==> src/rtl/mem_pkg.sv <==
`default_nettype none
// +----------------------------------------------------------------------------+
// | Module   : mem_pkg                                                         |
// | Purpose  : Shared width codes, LSU state encoding and request checking     |
// | Revision : 1.0                                                             |
// +----------------------------------------------------------------------------+
package mem_pkg;

    localparam logic [2:0] F3_B  = 3'b000;
    localparam logic [2:0] F3_H  = 3'b001;
    localparam logic [2:0] F3_W  = 3'b010;
    localparam logic [2:0] F3_BU = 3'b100;
    localparam logic [2:0] F3_HU = 3'b101;

    typedef enum logic [2:0] {
        IDLE   = 3'd0,
        LOAD   = 3'd1,
        STORE  = 3'd2,
        RMW_RD = 3'd3,
        RMW_WR = 3'd4,
        RESP   = 3'd5
    } state_t;

    // Illegal width codes are reported through the misaligned flag as well.
    function automatic logic lsu_req_misaligned(input logic       is_store,
                                                input logic [2:0] f3,
                                                input logic [1:0] off);
        logic legal;
        logic unaligned;
        if (is_store)
            legal = (f3 == F3_B) || (f3 == F3_H) || (f3 == F3_W);
        else
            legal = (f3 == F3_B) || (f3 == F3_H) || (f3 == F3_W) ||
                    (f3 == F3_BU) || (f3 == F3_HU);
        unaligned = (((f3 == F3_H) || (f3 == F3_HU)) && off[0]) ||
                    ((f3 == F3_W) && (off != 2'b00));
        return !legal || unaligned;
    endfunction

endpackage
`default_nettype wire

==> src/rtl/lsu_lane_align.sv <==
`default_nettype none
// +----------------------------------------------------------------------------+
// | Module   : lsu_lane_align                                                  |
// | Purpose  : Load lane extraction with extension, and sub-word store merge   |
// | Revision : 1.0                                                             |
// +----------------------------------------------------------------------------+
module lsu_lane_align
    import mem_pkg::*;
(
    input  logic [2:0]  funct3,
    input  logic [1:0]  byte_off,
    input  logic [31:0] rd_word,
    input  logic [31:0] st_data,
    output logic [31:0] load_data,
    output logic [31:0] merged
);

    logic [7:0]  w_byte;
    logic [15:0] w_half;

    always_comb begin
        w_byte = rd_word[7:0];
        case (byte_off)
            2'd0:    w_byte = rd_word[7:0];
            2'd1:    w_byte = rd_word[15:8];
            2'd2:    w_byte = rd_word[23:16];
            default: w_byte = rd_word[31:24];
        endcase
        w_half = byte_off[1] ? rd_word[31:16] : rd_word[15:0];

        load_data = rd_word;
        case (funct3)
            F3_B:    load_data = {{24{w_byte[7]}}, w_byte};
            F3_BU:   load_data = {24'd0, w_byte};
            F3_H:    load_data = {{16{w_half[15]}}, w_half};
            F3_HU:   load_data = {16'd0, w_half};
            default: load_data = rd_word;
        endcase
    end

    // Only the addressed lane is replaced; the rest of the old word survives.
    always_comb begin
        merged = rd_word;
        case (funct3[1:0])
            2'b00: begin
                case (byte_off)
                    2'd0:    merged[7:0]   = st_data[7:0];
                    2'd1:    merged[15:8]  = st_data[7:0];
                    2'd2:    merged[23:16] = st_data[7:0];
                    default: merged[31:24] = st_data[7:0];
                endcase
            end
            2'b01: begin
                if (byte_off[1])
                    merged[31:16] = st_data[15:0];
                else
                    merged[15:0]  = st_data[15:0];
            end
            default: merged = st_data;
        endcase
    end

endmodule
`default_nettype wire

==> src/rtl/load_store_unit.sv <==
`default_nettype none
// +----------------------------------------------------------------------------+
// | Module   : load_store_unit                                                 |
// | Purpose  : Data-memory initiator: loads, stores, sub-word RMW, fault flags |
// | Revision : 1.0                                                             |
// +----------------------------------------------------------------------------+
module load_store_unit
    import mem_pkg::*;
#(
    parameter int MEM_WORDS = 64
) (
    input  logic        clk,
    input  logic        rst,
    input  logic        req,
    input  logic        we,
    input  logic [2:0]  funct3,
    input  logic [31:0] addr,
    input  logic [31:0] wdata,
    output logic        busy,
    output logic        done,
    output logic [31:0] rdata,
    output logic        misaligned,
    output logic        access_fault,
    output logic        mem_read,
    output logic        mem_write,
    output logic [31:0] mem_addr,
    output logic [31:0] mem_wdata,
    input  logic [31:0] mem_rdata
);

    localparam logic [29:0] c_MEM_WORDS = 30'(MEM_WORDS);

    state_t      state_q, state_d;
    logic [2:0]  funct3_q, funct3_d;
    logic [1:0]  off_q, off_d;
    logic [31:0] wdata_q, wdata_d;
    logic        busy_q, busy_d;
    logic        done_q, done_d;
    logic        misaligned_q, misaligned_d;
    logic        access_fault_q, access_fault_d;
    logic        mem_read_q, mem_read_d;
    logic        mem_write_q, mem_write_d;
    logic [31:0] rdata_q, rdata_d;
    logic [31:0] mem_addr_q, mem_addr_d;
    logic [31:0] mem_wdata_q, mem_wdata_d;

    logic        w_req_mis;
    logic        w_req_af;
    logic [31:0] w_load_data;
    logic [31:0] w_merged;

    assign w_req_mis = lsu_req_misaligned(we, funct3, addr[1:0]);
    assign w_req_af  = !w_req_mis && (addr[31:2] >= c_MEM_WORDS);

    lsu_lane_align u_lane_align (
        .funct3    (funct3_q),
        .byte_off  (off_q),
        .rd_word   (mem_rdata),
        .st_data   (wdata_q),
        .load_data (w_load_data),
        .merged    (w_merged)
    );

    always_comb begin
        state_d        = state_q;
        funct3_d       = funct3_q;
        off_d          = off_q;
        wdata_d        = wdata_q;
        rdata_d        = rdata_q;
        mem_addr_d     = mem_addr_q;
        mem_wdata_d    = mem_wdata_q;
        misaligned_d   = 1'b0;
        access_fault_d = 1'b0;

        case (state_q)
            IDLE: begin
                if (req) begin
                    funct3_d   = funct3;
                    off_d      = addr[1:0];
                    wdata_d    = wdata;
                    mem_addr_d = {2'b00, addr[31:2]};
                    // Faulting requests go straight to RESP, so their flags
                    // can be registered right here.
                    if (w_req_mis || w_req_af) begin
                        state_d        = RESP;
                        misaligned_d   = w_req_mis;
                        access_fault_d = w_req_af;
                    end else if (!we) begin
                        state_d = LOAD;
                    end else if (funct3 == F3_W) begin
                        state_d     = STORE;
                        mem_wdata_d = wdata;
                    end else begin
                        state_d = RMW_RD;
                    end
                end
            end
            LOAD: begin
                rdata_d = w_load_data;
                state_d = RESP;
            end
            STORE:  state_d = RESP;
            RMW_RD: begin
                // mem_wdata_q doubles as the merge register for the write-back.
                mem_wdata_d = w_merged;
                state_d     = RMW_WR;
            end
            RMW_WR: state_d = RESP;
            RESP:   state_d = IDLE;
            default: state_d = IDLE;
        endcase

        busy_d      = (state_d != IDLE);
        done_d      = (state_d == RESP);
        mem_read_d  = (state_d == LOAD)  || (state_d == RMW_RD);
        mem_write_d = (state_d == STORE) || (state_d == RMW_WR);
    end

    always_ff @(posedge clk or posedge rst) begin
        if (rst) begin
            state_q        <= IDLE;
            funct3_q       <= 3'd0;
            off_q          <= 2'd0;
            wdata_q        <= 32'd0;
            busy_q         <= 1'b0;
            done_q         <= 1'b0;
            misaligned_q   <= 1'b0;
            access_fault_q <= 1'b0;
            mem_read_q     <= 1'b0;
            mem_write_q    <= 1'b0;
            rdata_q        <= 32'd0;
            mem_addr_q     <= 32'd0;
            mem_wdata_q    <= 32'd0;
        end else begin
            state_q        <= state_d;
            funct3_q       <= funct3_d;
            off_q          <= off_d;
            wdata_q        <= wdata_d;
            busy_q         <= busy_d;
            done_q         <= done_d;
            misaligned_q   <= misaligned_d;
            access_fault_q <= access_fault_d;
            mem_read_q     <= mem_read_d;
            mem_write_q    <= mem_write_d;
            rdata_q        <= rdata_d;
            mem_addr_q     <= mem_addr_d;
            mem_wdata_q    <= mem_wdata_d;
        end
    end

    assign busy         = busy_q;
    assign done         = done_q;
    assign rdata        = rdata_q;
    assign misaligned   = misaligned_q;
    assign access_fault = access_fault_q;
    assign mem_read     = mem_read_q;
    assign mem_write    = mem_write_q;
    assign mem_addr     = mem_addr_q;
    assign mem_wdata    = mem_wdata_q;

endmodule
`default_nettype wire

==> config.mk <==
export PLATFORM = sky130hd
export DESIGN_NAME = load_store_unit
export DESIGN_NICKNAME = d
export VERILOG_FILES = /design/src/rtl/mem_pkg.sv /design/src/rtl/lsu_lane_align.sv /design/src/rtl/load_store_unit.sv
export SDC_FILE = /design/constraint.sdc
export NUM_CORES = 1
export LEC_CHECK = 0
export BUFFER_PORTS_ARGS = -buffer_cell sky130_fd_sc_hd__buf_2
export CORE_MARGIN = 4
export CORE_UTILIZATION = 45
export DETAILED_ROUTE_END_ITERATION = 16
export PLACE_DENSITY_LB_ADDON = 0.08
export SYNTH_ARGS = -nofsm -noshare
export SYNTH_HDL_FRONTEND = slang
export SYNTH_SLANG_ARGS = --single-unit
export TNS_END_PERCENT = 100
==> constraint.sdc <==
create_clock -name clk -period 5.5 [get_ports clk]
set_input_delay 0.275 -clock clk [delete_from_list [all_inputs] [get_ports clk]]
set_output_delay 0.275 -clock clk [all_outputs]
set_load 0.05 [all_outputs]
### Word level (Yosys, flattened, before mapping)

Index checks and enable logic that the tools add are counted.

* flip-flop bits (word level): 140
* input port bits: 103
* output and inout bits: 102
* logic and storage cells: 91

* order comparisons: 1
* eq/ne operators: 23
* muxes and demuxes: 27
* reduce and logical (&&, ||, !) cells: 27

Operator list (count)
* $mux 32: 4
* $pmux 32 s2: 2
* $pmux 32 s4: 1
* $mux 16: 3
* $mux 8: 4
* $ge 30x7->1 const B: 1
* $pmux 8 s3: 1
* $eq 3x3->1 const B: 7
* $eq 3x2->1 const B: 5
* $eq 3x1->1 const B: 4
* $logic_or 1x1->1: 10
* $logic_not 3->1: 3
* $pmux 3 s3: 1
* $mux 1: 8
* $ne 2x2->1 const B: 4
* $mux 3: 2
* $reduce_or 3->1: 2
* $reduce_and 5->1: 1
* $eq 2x1->1 const B: 2
* $logic_not 2->1: 2
* $reduce_bool 2->1: 2
* $logic_and 1x1->1: 3
* $reduce_bool 3->1: 1
* $eq 2x2->1 const B: 1
* 3 further kinds: 4

### Depth between registers and ports, before layout

* depth after elaboration: 16
* mapped depth: 7
* mapped depth without buffers: 4

### Hierarchy

A second synthesis with hierarchy kept.

* cell total of the unflattened synthesis: 751
* area total of the unflattened synthesis: 7623.6 µm²

Modules (own cells, without submodules)
* load_store_unit: instances 1, cells each 506, area an instance 5829.3 µm², sequential area each 3503.4 µm²
* lsu_lane_align: instances 1, cells each 245, area an instance 1794.2 µm², sequential area each 0.0 µm²

### Worst setup path after synthesis

Ideal clock, no wire load.

* kind: register to register
* start: reg off_q[0]
* end: reg rdata_q[17] (netlist: rdata[17])
* setup time: 0.121 ns
* arrival time: 1.660 ns
* data required time: 5.379 ns
* path slack: 3.719 ns
* cell stages (with the launch flop): 6
* buffers on the path: 1
* clock period less this slack: 1.781 ns
* path through: dfrtp_1 mux4_2 mux2_4 a31oi_4 buf_6 a21oi_1

* longest elaborated chain between the ends: 3
* elaborated cells on any way between the ends: 5
* those cells by class: 2 x eq/ne; 2 x mux; 1 x reduce/logical

Ends and longest elaborated chain
* start, declared: RTL line load_store_unit.sv:35 `logic [1:0] off_q, off_d;`
* start signal, assigned: RTL line load_store_unit.sv:123 `off_q <= 2'd0;`
* start signal, assigned: RTL line load_store_unit.sv:137 `off_q <= off_d;`
* $eq 2x2->1 (tied with other cells): RTL line lsu_lane_align.sv:23 `case (byte_off)`
* $pmux 8 s3 *: RTL line lsu_lane_align.sv:23
* $pmux 32 s4 *: RTL line lsu_lane_align.sv:32 `case (funct3)`
* end signal, assigned: RTL line load_store_unit.sv:145 `rdata_q <= rdata_d;`
* end, declared: RTL line load_store_unit.sv:43 `logic [31:0] rdata_q, rdata_d;`

Mark *: on every way between the ends. The rest lies on a longest branch, timed or not.
A chain may end at the register's enable or synchronous reset.

### Worst setup path in the final report

* start: reg state_q[1]
* end: reg mem_wdata_q[20] (netlist: mem_wdata[20])

* longest elaborated chain between the ends: 3
* elaborated cells on any way between the ends: 9
* those cells by class: 5 x eq/ne; 1 x mux; 3 x reduce/logical

Ends and longest elaborated chain
* start, declared: RTL line load_store_unit.sv:33 `state_t state_q, state_d;`
* start signal, assigned: RTL line load_store_unit.sv:135 `state_q <= state_d;`
* $eq 3x2->1 / $logic_not 3->1 (equally long branches): RTL line load_store_unit.sv:75 `case (state_q)`
* $reduce_bool 2->1 (no line) / $ne 2x2->1 (equally long branches)
* $reduce_and 5->1 (no line)
* end signal, assigned: RTL line load_store_unit.sv:147 `mem_wdata_q <= mem_wdata_d;`
* end, declared: RTL line load_store_unit.sv:45 `logic [31:0] mem_wdata_q, mem_wdata_d;`

Parallel ways exist; a longest one is shown, timed or not.

==> run_results.csv <==
group,metric,value,unit
status,status,"finished clean",
clocking,postCtsSetupRepairBufs,0,
clocking,cts_root_buf,"clkbuf_16",
setup_path,r2r_slack,2500,ps
synth,ys_ff_latch,140,
worst_hold_path,min_path_type,"primary input to flop",
synth,async_reset_ff_frac,1.00,
placement,pre_cts_slack,2420,ps
global_route,grt_pass1_wl,35.5,mm
timing,maxSlewViolCount,0,
clocking,clk_latency,420,ps
synth,synth_area_per_cell,8.62,um2
timing,clock_skew,5.96,ps
final_layout,antennaDiodeCount,0,
routing,via_per_inst,5.66,
timing,finalCriticalPeriod,3000,ps
routing,wl_per_cell,18.9,um
timing,rsz0062_at_grt,"no",
die,io_pins,205,
synth,ys_types,56,
routing,drt.antenna.violating_nets,0,
flow_run,maxCapViolations,0,
synth,netlist_instances,811,
placement,dp.cells,1144,
setup_path,cp.arrival,3300,ps
setup_path,crit_required,5800,ps
final_layout,drive_gt1_frac,0.271,
global_route,grt_max_degree,78,
power,p_leak,4.11,nW
timing,worst_pin_slew,1040,ps
timing,clock.fmax,333,MHz
setup_path,endpoint,"mem_wdata[20]",
clocking,clk_pin_slew,60,ps
setup_path,cp-end-kind,"flop",
setup_path,crit_path_start_kind,"flop",
timing,final-hold-violation-count,0,
global_route,antenna_found_initial,1,
routing,drt_pass1_iterations,6,
synth,ys_seq_area_frac,0.501,
placement,gp_congestion,0.859,
setup_path,cp_max_fo,75,
power,peakVddDrop,0.000303,V
final_layout,area_delta_synth_final,23.2,%
die,die_area,0.0176,mm2
power,power_density,608,mW/mm2
timing,fin_crit_sh,0.546,
clocking,cts_buffers,17,
setup_path,reg2reg_from,"state_q[1]",
die,coreArea,0.0152,mm2
synth,syn_area,0.00699,mm2
synth,synth_edf_count,0,
die,fp.dieH,133,um
clocking,post_cts_resized,0,
global_route,grt_usage,0.253,
setup_path,worstSetupPathType,"flop to flop",
setup_path,rr_endpoint,"mem_wdata[20]",
die,row_count,45,
clocking,clock_sinks,140,
clocking,cts_buffer_depth,2,
timing,fin_ws,2500,ps
routing,post-route-drc-count,0,
timing,setup_viol,0,
timing,whs,41.4,ps
routing,vias,6657,
synth,ys.flop_type,"dfrtp_1",
routing,drt_wl_total,22.3,mm
die,start_util,0.460,
die,die_w,133,um
final_layout,fin_cells,1177,
timing,finalSetupTns,0,ps
timing,relSlewSlack,0.302,
routing,drt-initial-drc-count,577,
final_layout,nets,1079,
placement,hpwl,15.6,mm
global_route,grt_pass1_vias,6389,
placement,port_buffers,202,
clocking,htreeDepth,4,
clocking,cts_tree,"yes",
global_route,grt.overflow.total,0,
setup_path,crit_start,"state_q[1]",
final_layout,fin_util,0.567,
synth,synth_warnings,0,
setup_path,reg2reg_depth,5,
==> power by group <==
| part | leakage, nW | total, mW | switching (mW) | internal (mW) |
|---|---|---|---|---|
| combinational | 2.23 | 2.38 | 1.75 | 0.631 |
| sequential | 1.61 | 1.73 | 0.326 | 1.41 |
| clock | 0.268 | 1.12 | 0.457 | 0.667 |
| total | 4.11 | 5.23 | 2.53 | 2.70 |
==> placed cells by master (no fill, tap or decap), types with 3 or more instances in the layout <==
| cell type | Yosys | layout |
|---|---|---|
| nand2_1 | 276 | 276 |
| buf_2 | 16 | 202 |
| dfrtp_1 | 140 | 140 |
| nor2_1 | 56 | 56 |
| o211ai_1 | 38 | 38 |
| o21ai_0 | 34 | 34 |
| nand4_1 | 29 | 29 |
| a21oi_1 | 25 | 25 |
| clkbuf_16 | 0 | 17 |
| a311o_1 | 15 | 15 |
| nand3_1 | 11 | 11 |
| nand3b_1 | 10 | 10 |
| buf_4 | 3 | 10 |
| o22a_1 | 9 | 9 |
| a21o_1 | 8 | 8 |
| nor4_1 | 8 | 8 |
| mux2_2 | 8 | 8 |
| or3_1 | 8 | 8 |
| a31oi_1 | 8 | 8 |
| o221ai_1 | 8 | 8 |
| a211o_1 | 5 | 5 |
| clkinvlp_4 | 0 | 5 |
| inv_1 | 4 | 3 |
| o311ai_0 | 3 | 3 |
| or4_1 | 3 | 3 |
| clkinv_4 | 0 | 3 |
| clkinv_2 | 0 | 3 |
==> per-stage QoR <==
step           area, um2  power [mW]
6_report            8610        5.23
5_1_grt             8610        5.54
4_1_cts             8610        5.25
3_5_place_dp        8030        4.12
3_3_place_gp        8030        4.09
2_1_floorplan       7000        3.51
==> worst min path at each step <==
stage / startpoint / end / slack (ps) / cells past startpoint
global route: addr[4] / mem_addr[2] / 50 / 3
floorplan: addr[2] / mem_addr[0] / 380 / 2
CTS: addr[5] / mem_addr[3] / 30 / 3
global placement: rst / mem_addr[26] / 400 / 2
finish: addr[5] / mem_addr[3] / 40 / 3
detailed placement: rst / mem_addr[26] / 400 / 2
==> metal layers <==
| layer | part of all wire | GRT usage | up-vias |
|---|---|---|---|
| met3 | 0.076 | 0.0593 | 44 |
| met4 | 0.023 | 0.0779 | 2 |
| met5 | 0.00085 | 0 | - |
| li1 | - | - | 3150 |
| met2 | 0.45 | 0.376 | 303 |
| met1 | 0.45 | 0.367 | 3158 |
==> Yosys cell counts, types with 6 or more instances <==
cell type	instances	area, um2
clkbuf_1	41	154
nand2_1	276	1040
nand4_1	29	181
nand3_1	11	55.1
o21ai_0	34	170
a31oi_1	8	50.1
dfrtp_1	140	3500
buf_2	16	80.1
nor2_1	56	210
or3_1	8	50.1
o211ai_1	38	285
a311o_1	15	150
nand3b_1	10	75.1
a21o_1	8	60.1
a21oi_1	25	125
o22a_1	9	78.8
mux2_2	8	90.1
nor4_1	8	50.1
buf_1	6	22.5
o221ai_1	8	70.1
==> cell families after synthesis <==
logic type      share of synthesized area
other cells                      0.000536
mux                                0.0211
flops                               0.501
buf+inv                            0.0463
compound gates                      0.167
simple gates                        0.262
xor+xnor                          0.00250
==> registers in the layout, indices dropped and copies added (netlist names) <==
register and flops:
rdata 32, mem_write 1, mem_addr 30, busy 1
wdata_q 32, done 1, mem_wdata 32, mem_read 1
off_q 2, funct3_q 3, state_q 3, misaligned 1
access_fault 1
==> repair_timing <==
action / 4_1_cts / 5_1_grt
hold endpoints to repair: 63 / 0
setup endpoints to repair: 0 / 0
hold buffers: 1 / 0
==> critical path: stages (launching register included) <==
cell,delay (ps)
dfrtp_1,470
nor4b_4,290
buf_4,620
o211a_1,940
a31oi_1,170
or3_1,370
==> cell type report <==
class,count,area (um2)
Sequential cell,140,3500
Inverter,6,27.5
Fill cell,1455,6590
Tap cell,188,235
Multi-Input combinational cell,598,3180
Clock buffer,18,429
Timing Repair Buffer,213,1100
Clock inverter,14,148
No activity file was read; power rests on OpenSTA's default activity.
